[config.mk]
export PLATFORM = sky130hd
export DESIGN_NAME = pll_cfg_loader
export DESIGN_NICKNAME = d
export VERILOG_FILES = /design/src/rtl/pll_cfg_pkg.sv /design/src/rtl/sync_2ff.sv /design/src/rtl/pll_cfg_loader.sv
export SDC_FILE = /design/constraint.sdc
export NUM_CORES = 1
export LEC_CHECK = 0
export CAP_MARGIN = 10
export CELL_PAD_IN_SITES_DETAIL_PLACEMENT = 0
export CELL_PAD_IN_SITES_GLOBAL_PLACEMENT = 1
export CORE_MARGIN = 2
export CORE_UTILIZATION = 39
export DETAILED_ROUTE_END_ITERATION = 16
export GPL_TIMING_DRIVEN = 1
export PLACE_DENSITY_LB_ADDON = 0.25
export SYNTH_ARGS = -nofsm -noshare
export SYNTH_HDL_FRONTEND = slang
export SYNTH_SLANG_ARGS = --single-unit
[constraint.sdc]
create_clock -name clk_sys_i -period 4.5 [get_ports clk_sys_i]
set_input_delay 1.125 -clock clk_sys_i [delete_from_list [all_inputs] [get_ports clk_sys_i]]
set_output_delay 1.125 -clock clk_sys_i [all_outputs]
set_load 0.01 [all_outputs]
[src/rtl/pll_cfg_pkg.sv]
// Shared constants for the PLL DRP configuration loader: ctl0 field layout,
// error codes and controller state encoding.
package pll_cfg_pkg;

    localparam int unsigned ADDR_LSB = 0;
    localparam int unsigned WE_BIT   = 5;
    localparam int unsigned TRIG_BIT = 6;
    localparam int unsigned NREG_LSB = 7;
    localparam int unsigned DHI_LSB  = 16;

    localparam logic [1:0] ERR_NONE     = 2'd0;
    localparam logic [1:0] ERR_OVERFLOW = 2'd1;
    localparam logic [1:0] ERR_START_TO = 2'd2;
    localparam logic [1:0] ERR_DONE_TO  = 2'd3;

    typedef enum logic [2:0] {
        StIdle,
        StSetup,
        StWe,
        StHold,
        StTrig,
        StWaitStart,
        StWaitDone
    } state_e;

endpackage

[src/rtl/sync_2ff.sv]
// Two-flop synchronizer for a single asynchronous level.
module sync_2ff (
    input  logic clk,
    input  logic rst,
    input  logic d,
    output logic q
);

    logic meta_q;
    logic sync_q;

    always_ff @(posedge clk or posedge rst) begin
        if (rst) begin
            meta_q <= 1'b0;
            sync_q <= 1'b0;
        end else begin
            meta_q <= d;
            sync_q <= meta_q;
        end
    end

    assign q = sync_q;

endmodule

[src/rtl/pll_cfg_loader.sv]
// Loads a stream of 40-bit DRP entries into the sequencer RAM via ctl0/ctl1,
// triggers the sequencer and tracks its busy flag until relock or timeout.
module pll_cfg_loader
    import pll_cfg_pkg::*;
#(
    parameter int unsigned TRIG_HOLD = 8,
    parameter int unsigned TIMEOUT   = 65535,
    parameter int unsigned TO_W      = 16
) (
    input  logic        clk_sys_i,
    input  logic        rst_i,
    input  logic        ent_valid_i,
    output logic        ent_ready_o,
    input  logic [39:0] ent_data_i,
    input  logic        ent_last_i,
    output logic [31:0] r_pll_ctl0_o,
    output logic [31:0] r_pll_ctl1_o,
    input  logic        seq_busy_i,
    output logic        busy_o,
    output logic        done_o,
    output logic        error_o,
    output logic [1:0]  err_code_o
);

    localparam logic [TO_W-1:0] TRIG_LAST = TO_W'(TRIG_HOLD - 1);
    localparam logic [TO_W-1:0] TO_LAST   = TO_W'(TIMEOUT - 1);

    state_e          state_q;
    logic [5:0]      cnt_q;
    logic [39:0]     data_q;
    logic            last_q;
    logic [4:0]      addr_q;
    logic [4:0]      nreg_q;
    logic            we_q;
    logic            trig_q;
    logic [TO_W-1:0] tmr_q;
    logic            ready_q;
    logic            busy_q;
    logic            done_q;
    logic            error_q;
    logic [1:0]      err_q;
    logic            seq_busy_s;
    logic [31:0]     ctl0;

    sync_2ff u_busy_sync (
        .clk (clk_sys_i),
        .rst (rst_i),
        .d   (seq_busy_i),
        .q   (seq_busy_s)
    );

    always_ff @(posedge clk_sys_i or posedge rst_i) begin
        if (rst_i) begin
            state_q <= StIdle;
            cnt_q   <= '0;
            data_q  <= '0;
            last_q  <= 1'b0;
            addr_q  <= '0;
            nreg_q  <= '0;
            we_q    <= 1'b0;
            trig_q  <= 1'b0;
            tmr_q   <= '0;
            ready_q <= 1'b0;
            busy_q  <= 1'b0;
            done_q  <= 1'b0;
            error_q <= 1'b0;
            err_q   <= ERR_NONE;
        end else begin
            done_q  <= 1'b0;
            error_q <= 1'b0;
            unique case (state_q)
                StIdle: begin
                    if (ent_valid_i && ready_q) begin
                        err_q <= ERR_NONE;
                        if (cnt_q == 6'd32) begin
                            // RAM full: drop the entry and restart indexing.
                            err_q   <= ERR_OVERFLOW;
                            error_q <= 1'b1;
                            cnt_q   <= '0;
                        end else begin
                            data_q  <= ent_data_i;
                            last_q  <= ent_last_i;
                            addr_q  <= cnt_q[4:0];
                            nreg_q  <= '0;
                            ready_q <= 1'b0;
                            busy_q  <= 1'b1;
                            state_q <= StSetup;
                        end
                    end else begin
                        ready_q <= 1'b1;
                    end
                end
                StSetup: begin
                    we_q    <= 1'b1;
                    state_q <= StWe;
                end
                StWe: begin
                    we_q    <= 1'b0;
                    state_q <= StHold;
                end
                StHold: begin
                    cnt_q <= cnt_q + 6'd1;
                    if (last_q) begin
                        // 32 entries wrap to a count of 0, which the sequencer expects.
                        nreg_q  <= 5'(cnt_q + 6'd1);
                        trig_q  <= 1'b1;
                        tmr_q   <= '0;
                        state_q <= StTrig;
                    end else begin
                        ready_q <= 1'b1;
                        busy_q  <= 1'b0;
                        state_q <= StIdle;
                    end
                end
                StTrig: begin
                    if (tmr_q == TRIG_LAST) begin
                        trig_q  <= 1'b0;
                        tmr_q   <= '0;
                        state_q <= StWaitStart;
                    end else begin
                        tmr_q <= tmr_q + 1'b1;
                    end
                end
                StWaitStart: begin
                    if (seq_busy_s) begin
                        tmr_q   <= '0;
                        state_q <= StWaitDone;
                    end else if (tmr_q == TO_LAST) begin
                        err_q   <= ERR_START_TO;
                        error_q <= 1'b1;
                        cnt_q   <= '0;
                        ready_q <= 1'b1;
                        busy_q  <= 1'b0;
                        state_q <= StIdle;
                    end else begin
                        tmr_q <= tmr_q + 1'b1;
                    end
                end
                StWaitDone: begin
                    if (!seq_busy_s) begin
                        done_q  <= 1'b1;
                        cnt_q   <= '0;
                        ready_q <= 1'b1;
                        busy_q  <= 1'b0;
                        state_q <= StIdle;
                    end else if (tmr_q == TO_LAST) begin
                        err_q   <= ERR_DONE_TO;
                        error_q <= 1'b1;
                        cnt_q   <= '0;
                        ready_q <= 1'b1;
                        busy_q  <= 1'b0;
                        state_q <= StIdle;
                    end else begin
                        tmr_q <= tmr_q + 1'b1;
                    end
                end
                default: state_q <= StIdle;
            endcase
        end
    end

    always_comb begin
        ctl0                    = '0;
        ctl0[ADDR_LSB +: 5]     = addr_q;
        ctl0[WE_BIT]            = we_q;
        ctl0[TRIG_BIT]          = trig_q;
        ctl0[NREG_LSB +: 5]     = nreg_q;
        ctl0[DHI_LSB +: 8]      = data_q[39:32];
    end

    assign r_pll_ctl0_o = ctl0;
    assign r_pll_ctl1_o = data_q[31:0];
    assign ent_ready_o  = ready_q;
    assign busy_o       = busy_q;
    assign done_o       = done_q;
    assign error_o      = error_q;
    assign err_code_o   = err_q;

endmodule
==> flow_summary.yaml <==
clock_tree:
  ctsHoldBuffers: 0
  numCtsBuffers: 9
  cts_setup_buffers: 0
  cts_tree: "yes"
  clock_tree.root_cell: "clkbuf_8"
  ctsResizeCount: 0
  clock-sinks: 86
  clk_path_buf_depth: 2
  clk_latency_ns: 0.35
  cts_max_level: 3
  clk_pin_slew_ns: 0.09
timing:
  setup_tns_ns: 0
  setup_violations: 0
  period_share: 0.660
  layout_setup_ws_ns: 1.53
  layout_min_cycle_time_ns: 2.97
  rsz0062_at_grt: "no"
  worst_clock_skew_ns: 0.0148
  tightest_slew_ns: 1.04
  max_freq_mhz: 337
  slew_violations: 0
  hold_violations: 0
  relSlewSlack: 0.303
die:
  die_w_um: 106
  rows: 37
  initial_core_util: 0.396
  die_h_um: 106
  pin_count: 115
  core_sq_um: 10200
  die_area_sq_um: 11200
logic_synthesis:
  synth_seq_cells: 86
  ys_warn_count: 0
  ys_seq_area_frac: 0.533
  synth_area_per_cell_sq_um: 10.7
  yosys-top-cells-count: "dfrtp_1, nand2_1, mux2_2"
  synth_cell_types: 54
  synthFlopType: "dfrtp_1"
  netlist_top_cells_area: "dfrtp_1, mux2_2, nand2_1"
  syn_area_sq_um: 4040
  yosys.area.top_type: "dfrtp_1"
  yosysTopAreaCellShare: 0.533
  synth_cells: 377
  synth_enable_flop_cells: 0
  synth_most_common_cell: "dfrtp_1"
  synthArstFlopShare: 1.00
finish:
  syn_to_final_growth_pct: 32.0
  diodes: 0
  utilization: 0.523
  final_net_count: 524
  drive_above_1_share: 0.152
worst_hold_path:
  hp-class: "reg -> reg"
critical_path:
  path_class: "in -> reg"
  crit_path_start_kind: "input pin"
  worstPathArrival_ns: 3.21
  end_kind: "flop"
  crit_required_ns: 4.74
  path_max_fanout: 30
drt:
  drt-total-wl_um: 9790
  wl_per_cell_um: 15.9
  drtIter0Drc: 139
  ant_nets: 0
  vias_per_cell: 5.17
  vias: 3182
  firstDrtPassIters: 4
  drc: 0
pwr:
  p_per_area_nw_per_um2: 605
  irDropWorstVdd_mv: 0.259
  totalPowerFinal_uw: 3220
  p_leak_uw: 0.00227
global_routing:
  grt_max_degree: 41
  grtUsageTotal: 0.179
  first_global_vias: 3141
  antenna_found_initial: 0
  grt_overflow: 0
  grt_pass1_wl_um: 16000
placement:
  dp_worst_setup_slack_ns: 1.16
  gp_congestion: 0.841
  port_buffers: 102
  post-dp-hpwl_um: 7150
outcome:
  status: "completed"
job:
  maxCapViolations: 0
final timing paths:
path,to,slack [ns],from,depth (start not counted)
max,data_q[7],1.53,ent_valid_i,5
min in group asynchronous,data_q[17],1.18,rst_i,2
max reg2reg,data_q[7],1.87,cnt_q[0],7
min,u_busy_sync.q,0.37,u_busy_sync.meta_q,0
max in group asynchronous,data_q[14],2.48,rst_i,3
min reg2reg,u_busy_sync.q,0.37,u_busy_sync.meta_q,0
kinds of logic (layout without fill, tap and decap cells):
group                    after synthesis  count (layout)  share of synthesized area
AO/OA/AOI/OAI                         80              80                      0.124
adder cells (fa/ha/maj)                4               4                     0.0124
multiplexers                          41              41                      0.114
other                                  1              12                   0.000929
XOR/XNOR                               4               4                    0.00868
flip-flops                            86              86                      0.533
buffers and inverters                 40             132                     0.0558
AND/OR/NAND/NOR                      121             121                      0.151
critical path: stages:
cell and delay, ns:
clkdlybuf4s50_1 0.46, and3_1 0.27, nand2_2 0.50, buf_4 0.44
mux2_2 0.38
cell usage in the layout, fill, tap and decap left out, drive strengths merged, types with 2 or more instances in the layout:
master	n
clkdlybuf4s50	102
dfrtp	86
nand2	43
mux2	41
o21ai	31
nor2	23
nand3	19
a21oi	18
conb	12
inv	12
clkbuf	10
nor3	8
a31oi	7
o31ai	7
nor4	6
nand4	4
ha	4
and3	3
a41oi	3
xnor2	3
buf	3
clkinv	3
or3	2
nand2b	2
and3b	2
bufinv	2
and4	2
and2b	2
routing by layer:
metal  share of wire  global-route usage  vias to the layer above  wire (um)
met4           0.014              0.0536                        0        135
met1            0.43               0.232                     1557       4190
li1                -                   -                     1525          -
met2            0.51               0.303                       88       4980
met5               0                   0                        -          0
met3           0.050              0.0383                       12        486
power by group:
group | switching (uW) | total [uW] | leakage (uW) | internal (uW)
Clock | 291 | 610 | 0.000113 | 319
Sequential | 193 | 1240 | 0.00108 | 1050
Combinational | 633 | 1370 | 0.00107 | 742
Total | 1120 | 3220 | 0.00227 | 2110
metrics by stage:
stage | instance area [sq um] | hold WS, ns | instances
after global routing | 5330 | 0.383 | 616
after detailed placement | 5110 | 0.343 | 600
after floorplan | 4080 | 0.331 | 388
after global placement | 5110 | 0.341 | 600
after CTS | 5330 | 0.365 | 616
final | 5330 | 0.365 | 616
state kept, by name, summed over array words and instances (netlist names), 2 cells and up:
signal      count
addr_q          5
cnt_q           6
err_code_o      2
state_q         3
nreg_q          5
data_q         40
tmr_q          16
cell type report:
type                            count  area (sq um)
Clock buffer                       10           128
Clock inverter                      6          93.8
Fill cell                         953          4850
Inverter                           11          42.5
Multi-Input combinational cell    262          1700
Sequential cell                    86          2150
Tap cell                          136           170
Timing Repair Buffer              105          1040
Note: power is estimated with default switching activity, not from simulation.
==> RTL edit 1: new RTL, same flow settings <==
Encoding of `state_e`: now one-hot (7 bits for 7 states).
--- a/src/rtl/pll_cfg_pkg.sv
+++ b/src/rtl/pll_cfg_pkg.sv
@@ -13,14 +13,14 @@
     localparam logic [1:0] ERR_START_TO = 2'd2;
     localparam logic [1:0] ERR_DONE_TO  = 2'd3;
 
-    typedef enum logic [2:0] {
-        StIdle,
-        StSetup,
-        StWe,
-        StHold,
-        StTrig,
-        StWaitStart,
-        StWaitDone
+    typedef enum logic [6:0] {
+        StIdle      = 7'b0000001,
+        StSetup     = 7'b0000010,
+        StWe        = 7'b0000100,
+        StHold      = 7'b0001000,
+        StTrig      = 7'b0010000,
+        StWaitStart = 7'b0100000,
+        StWaitDone  = 7'b1000000
     } state_e;
 
 endpackage
Behaviour: no difference found for any inputs over 10 cycles, from zero or initial values and one cycle with rst_i high; not proved beyond that.
==> RTL edit 1 against the unedited design <==
- setup slack better by 0.25 ns
- critical path depth did not move
- sequential share of layout area is 2.3 points lower
- routed wire length is 14% higher
- combinational power down 10%
- register-to-register slack got worse by 0.09 ns
- synthesized area is 13% higher
- sequential cell count increased by 4
- cell count increased by 5.0%
- power increased by 1.3%
- cell area rose by 11%
- clock skew is 0.0082 ns lower
==> RTL edit 1: results (changes against the unedited design) <==
| Metric | Value |
|---|---|
| Number of global-route vias before repair | 3608 (was 3141) |
| Max incr delay on CP | 0.89 ns (was 0.50 ns) |
| Mapped Cells | 409 (was 377) |
| Iter 0 DRT Violations | 180 (was 139) |
| H-tree depth | 3 (unchanged) |
| Root buffer cell | clkbuf_16 (was clkbuf_8) |
| CTS resizes | 0 (unchanged) |
| Fin cells | 647 (was 616) |
| Post-DP HPWL | 7910 um (was 7150 um) |
| Top cells by count, synth | dfrtp_1, mux2_2, nor2_1 (was dfrtp_1, nand2_1, mux2_2) |
| Ranking of synthesized cells by area | dfrtp_1, mux2_2, buf_4 (was dfrtp_1, mux2_2, nand2_1) |
| Max Root-Sink Buffers | 2 (unchanged) |
| CTS buffer count | 9 (unchanged) |
| Largest net degree at the start of global routing | 51 (was 41) |
| Ys flop type | dfrtp_1 (unchanged) |
| First drt pass iteration count | 4 (unchanged) |
| Layout cells sized above 1 | 18.1% (was 15.2%) |
| Unique masters post-synth | 78 (was 54) |
| Skew-Pair Late Insertion Delay | 0.35 ns (about the same) |
| Skew final | 0.00666 ns (was 0.0148 ns) |
| Max IR drop VDD | 0.000410 V (was 0.000259 V) |
| FFs w/ async S/R, synth | 100% (unchanged) |
| Aggregate routed wire length | 11200 um (was 9790 um) |
| Vias per cell | 5.60 (was 5.17) |
| # diodes | 0 (unchanged) |
| Yosys warnings | 0 (unchanged) |
| Number of setup buffers added after CTS | 0 (unchanged) |
| Placed Cells incl. Taps | 631 (was 600) |
| Setup tns final | 0 ns (unchanged) |
| Worst-Margin Slew | 1.15 ns (was 1.04 ns) |
| Crit path DAT | 2.95 ns (was 3.21 ns) |
| Critical-path top delay cell | o21ai_1 (was nand2_2) |
| Initial antenna violation count | 0 (unchanged) |
| HP Class | flip-flop to flip-flop (unchanged) |
| Sw frac | 31.3% (was 34.6%) |
| Largest regs | data_q x40, tmr_q x16, state_q x7 (was data_q x40, tmr_q x16, cnt_q x6) |
| Delay-heaviest family, CP | compound AO/OA/AOI/OAI gates (was buffers and inverters) |
| Overall routing resource usage | 18.3% (was 17.9%) |
| Worst-path clk slew | 0.07 ns (was 0.09 ns) |
| Leak Pwr | 2.38 nW (was 2.27 nW) |
| Worst-path maximum fanout | 16 (was 30) |
| Port bufs | 102 (unchanged) |
| Layout Nets | 548 (was 524) |
| GPL Wtd Cong | 0.887 (was 0.841) |
| Seq/Total Area, Yosys | 49.4% (was 53.3%) |
| Status | completed (unchanged) |
| First-pass GRT wire length | 18500 um (was 16000 um) |
==> RTL edit 1: cell types whose count changed in the layout (fill, tap and decap cells not counted), sizes merged, moves of 5 or more <==
cell / before / now
nor4b: 1 / 7
nand4: 4 / 9
o21ai: 31 / 18
o2bb2ai: 0 / 6
nor3: 8 / 13
nand2: 43 / 21
mux2: 41 / 48
==> RTL edit 1: area by class of cell <==
cell class	count	area [um2]
Clock buffer	10	229
Clock inverter	6	72.6
Fill cell	1035	5500
Inverter	14	53.8
Multi-Input combinational cell	280	2080
Sequential cell	90	2250
Tap cell	143	179
Timing Repair Buffer	104	1050
==> RTL edit 1: metrics by stage <==
stage                     area, um2  setup slack, ns  util, %  hold WS (ns)
after global routing           5920             1.54     51.8         0.356
after CTS                      5920             1.80     51.8         0.354
after floorplan                4600             1.04        -         0.331
after global placement         5620             1.47     49.2         0.341
after detailed placement       5620             1.45     49.2         0.342
final                          5920             1.78     51.8         0.350
==> RTL edit 1: worst paths after layout <==
check / depth (start not counted) / start / slack (ns) / endpoint
max in group asynchronous: 3 / rst_i / 2.50 / state_q[0]
min in group asynchronous: 2 / rst_i / 1.24 / data_q[5]
min: 0 / u_busy_sync.meta_q / 0.35 / u_busy_sync.q
max: 5 / state_q[6] / 1.78 / tmr_q[12]
max reg2reg: 5 / state_q[6] / 1.78 / tmr_q[12]
min reg2reg: 0 / u_busy_sync.meta_q / 0.35 / u_busy_sync.q
==> RTL edit 1: per-layer routing <==
metal	global-route usage [%]	wire length (um)	up-vias	part of all wire (%)
li1	-	-	1673	-
met1	24.1	4940	1795	44
met2	28.1	5140	135	46
met3	6.59	903	19	8.1
met4	6.83	219	0	2.0
met5	0	0	-	0
==> RTL edit 1: power groups by stage <==
stage	Clock, W	Sequential [W]	Combinational (W)
6_report	0.000778	0.00126	0.00123
5_1_grt	0.000841	0.00130	0.00132
4_1_cts	0.000807	0.00126	0.00125
3_5_place_dp	0	0.00128	0.00124
3_3_place_gp	0	0.00126	0.00123
2_1_floorplan	0	0.00132	0.000597
==> RTL edit 1: cell families after synthesis <==
| family | synth area share, % |
|---|---|
| XOR/XNOR | 0.576 |
| adder cells (fa/ha/maj) | 1.10 |
| buffers and inverters | 6.01 |
| AO/OA/AOI/OAI | 14.4 |
| flip-flops | 49.4 |
| multiplexers | 12.1 |
| AND/OR/NAND/NOR | 16.3 |
| other | 0.0822 |
==> RTL edit 2: new RTL, config.mk and constraints unchanged <==
Without the edit above. Set the parameter `TO_W` to 32 (it was 16).
--- a/src/rtl/pll_cfg_loader.sv
+++ b/src/rtl/pll_cfg_loader.sv
@@ -5,7 +5,7 @@
 #(
     parameter int unsigned TRIG_HOLD = 8,
     parameter int unsigned TIMEOUT   = 65535,
-    parameter int unsigned TO_W      = 16
+    parameter int unsigned TO_W      = 32
 ) (
     input  logic        clk_sys_i,
     input  logic        rst_i,
Formal check against the unedited RTL: no difference found for any inputs over 10 cycles, from zero or initial values and one cycle with rst_i high; that may be too few to reach the edited logic, so the function may still have changed.
==> RTL edit 2 against the unedited design <==
- power is 14% higher
- via count up 32%
- synthesized area rose by 28%
- routed wire length up 32%
- hold slack better by 0.0012 ns
- register-to-register slack lost 0.16 ns
- cell area is 23% higher
- setup slack improved by 0.16 ns
- count of clock-buffer cells in the layout did not move
- sequential power rose by 15%
- sequential cell count rose by 16
- global-route usage rose by 1.1 points
- core utilization is 2.3 points lower
- largest power group unchanged
==> RTL edit 2: results (changes against the unedited design) <==
| Metric | Value |
|---|---|
| Cell internal pwr | 0.00242 W (was 0.00211 W) |
| R2r worst-path depth | 6 (was 7) |
| Worst-path clk slew | 0.07 ns (was 0.09 ns) |
| Routed wire per std cell | 16.8 um (was 15.9 um) |
| Leak Pwr | 2.74 nW (was 2.27 nW) |
| Layout Nets | 639 (was 524) |
| Critical-path top delay cell | clkdlybuf4s50_1 (was nand2_2) |
| Max IR drop VDD | 0.000240 V (was 0.000259 V) |
| First-pass GRT wire length | 21300 um (was 16000 um) |
| Seq/Total Area, Yosys | 49.4% (was 53.3%) |
| Unique masters post-synth | 62 (was 54) |
| Post-DP HPWL | 9320 um (was 7150 um) |
| Iter 0 DRT Violations | 352 (was 139) |
| GPL Wtd Cong | 0.856 (was 0.841) |
| Status | completed (unchanged) |
| Overall routing resource usage | 19.1% (was 17.9%) |
| Top cells by count, synth | dfrtp_1, mux2_2, nand2_1 (was dfrtp_1, nand2_1, mux2_2) |
| Reg2reg start | tmr_q[0] (was cnt_q[0]) |
| Worst-path maximum fanout | 49 (was 30) |
| Hold_ws | 0.366 ns (was 0.365 ns) |
| Aggregate routed wire length | 13000 um (was 9790 um) |
| Number of global-route vias before repair | 3988 (was 3141) |
| Max incr delay on CP | 0.48 ns (was 0.50 ns) |
| Largest net degree at the start of global routing | 54 (was 41) |
| Reg2reg setup slack | 1.71 ns (was 1.87 ns) |
| RR Endpoint | tmr_q[12] (was data_q[7]) |
| Root buffer cell | clkbuf_16 (was clkbuf_8) |
| FILL cells | 1170 (was 953) |
| Delay-heaviest family, CP | buffers and inverters (unchanged) |
| Largest regs | data_q x40, tmr_q x32, cnt_q x6 (was data_q x40, tmr_q x16, cnt_q x6) |
| Skew final | 0.00572 ns (was 0.0148 ns) |
| Pre-CTS WS | 1.37 ns (was 1.16 ns) |
| Vias per cell | 5.47 (was 5.17) |
| Layout cells sized above 1 | 12.0% (was 15.2%) |
| Rel. slew slack | 38.4% (was 30.3%) |
| Mapped Cells | 501 (was 377) |
| Placed Cells incl. Taps | 755 (was 600) |
| Ranking of synthesized cells by area | dfrtp_1, mux2_2, nand2_1 (unchanged) |
-- RTL edit 2: how the worst max path moves through the flow --
stage | start | endpoint | slack (ns) | cells past startpoint
6_report | ent_valid_i | data_q[13] | 1.69 | 6
5_1_grt | tmr_q[0] | tmr_q[9] | 1.46 | 6
4_1_cts | tmr_q[0] | tmr_q[11] | 1.73 | 6
3_5_place_dp | ent_valid_i | data_q[34] | 1.37 | 6
3_3_place_gp | ent_valid_i | data_q[36] | 1.47 | 6
2_1_floorplan | rst_i | addr_q[0] | 0.70 | 1
-- RTL edit 2: stage by stage --
stage          utilization (%)  total power [W]  instance area (um2)
2_1_floorplan                -          0.00224                 5210
5_1_grt                   50.1          0.00391                 6560
4_1_cts                   50.1          0.00372                 6560
3_5_place_dp              48.0          0.00295                 6280
3_3_place_gp              48.0          0.00291                 6280
6_report                  50.1          0.00367                 6560
-- RTL edit 2: kinds of logic after synthesis --
family / synth area share, %
AOI/OAI and AO/OA: 15.5
xor gates and xnor gates: 1.36
adders and majority gates: 0.969
buffers and inverters: 5.42
DFF: 49.4
muxes: 9.56
other: 0.0726
and+or+nand+nor: 17.7
-- RTL edit 2: power by group through the flow --
| stage | Clock (W) | Sequential, W | Combinational, W |
|---|---|---|---|
| 6_report | 0.000752 | 0.00143 | 0.00149 |
| 5_1_grt | 0.000825 | 0.00148 | 0.00161 |
| 4_1_cts | 0.000782 | 0.00143 | 0.00150 |
| 3_5_place_dp | 0 | 0.00145 | 0.00150 |
| 3_3_place_gp | 0 | 0.00144 | 0.00147 |
| 2_1_floorplan | 0 | 0.00148 | 0.000767 |
-- RTL edit 2: layout make-up --
class / count / area share, %
sequential: 102 / 38.9
multi-input combinational: 354 / 36.3
timing repair buffer: 108 / 16.3
clock buffer: 10 / 3.49
tap: 176 / 3.36
inverter: 15 / 0.897
clock inverter: 4 / 0.764
-- RTL edit 2: layer usage --
layer / global-route usage, % / share of wire (%)
met1: 25.0 / 43
met2: 31.1 / 51
met3: 3.40 / 4.1
met4: 7.89 / 1.7
met5: 0 / 0
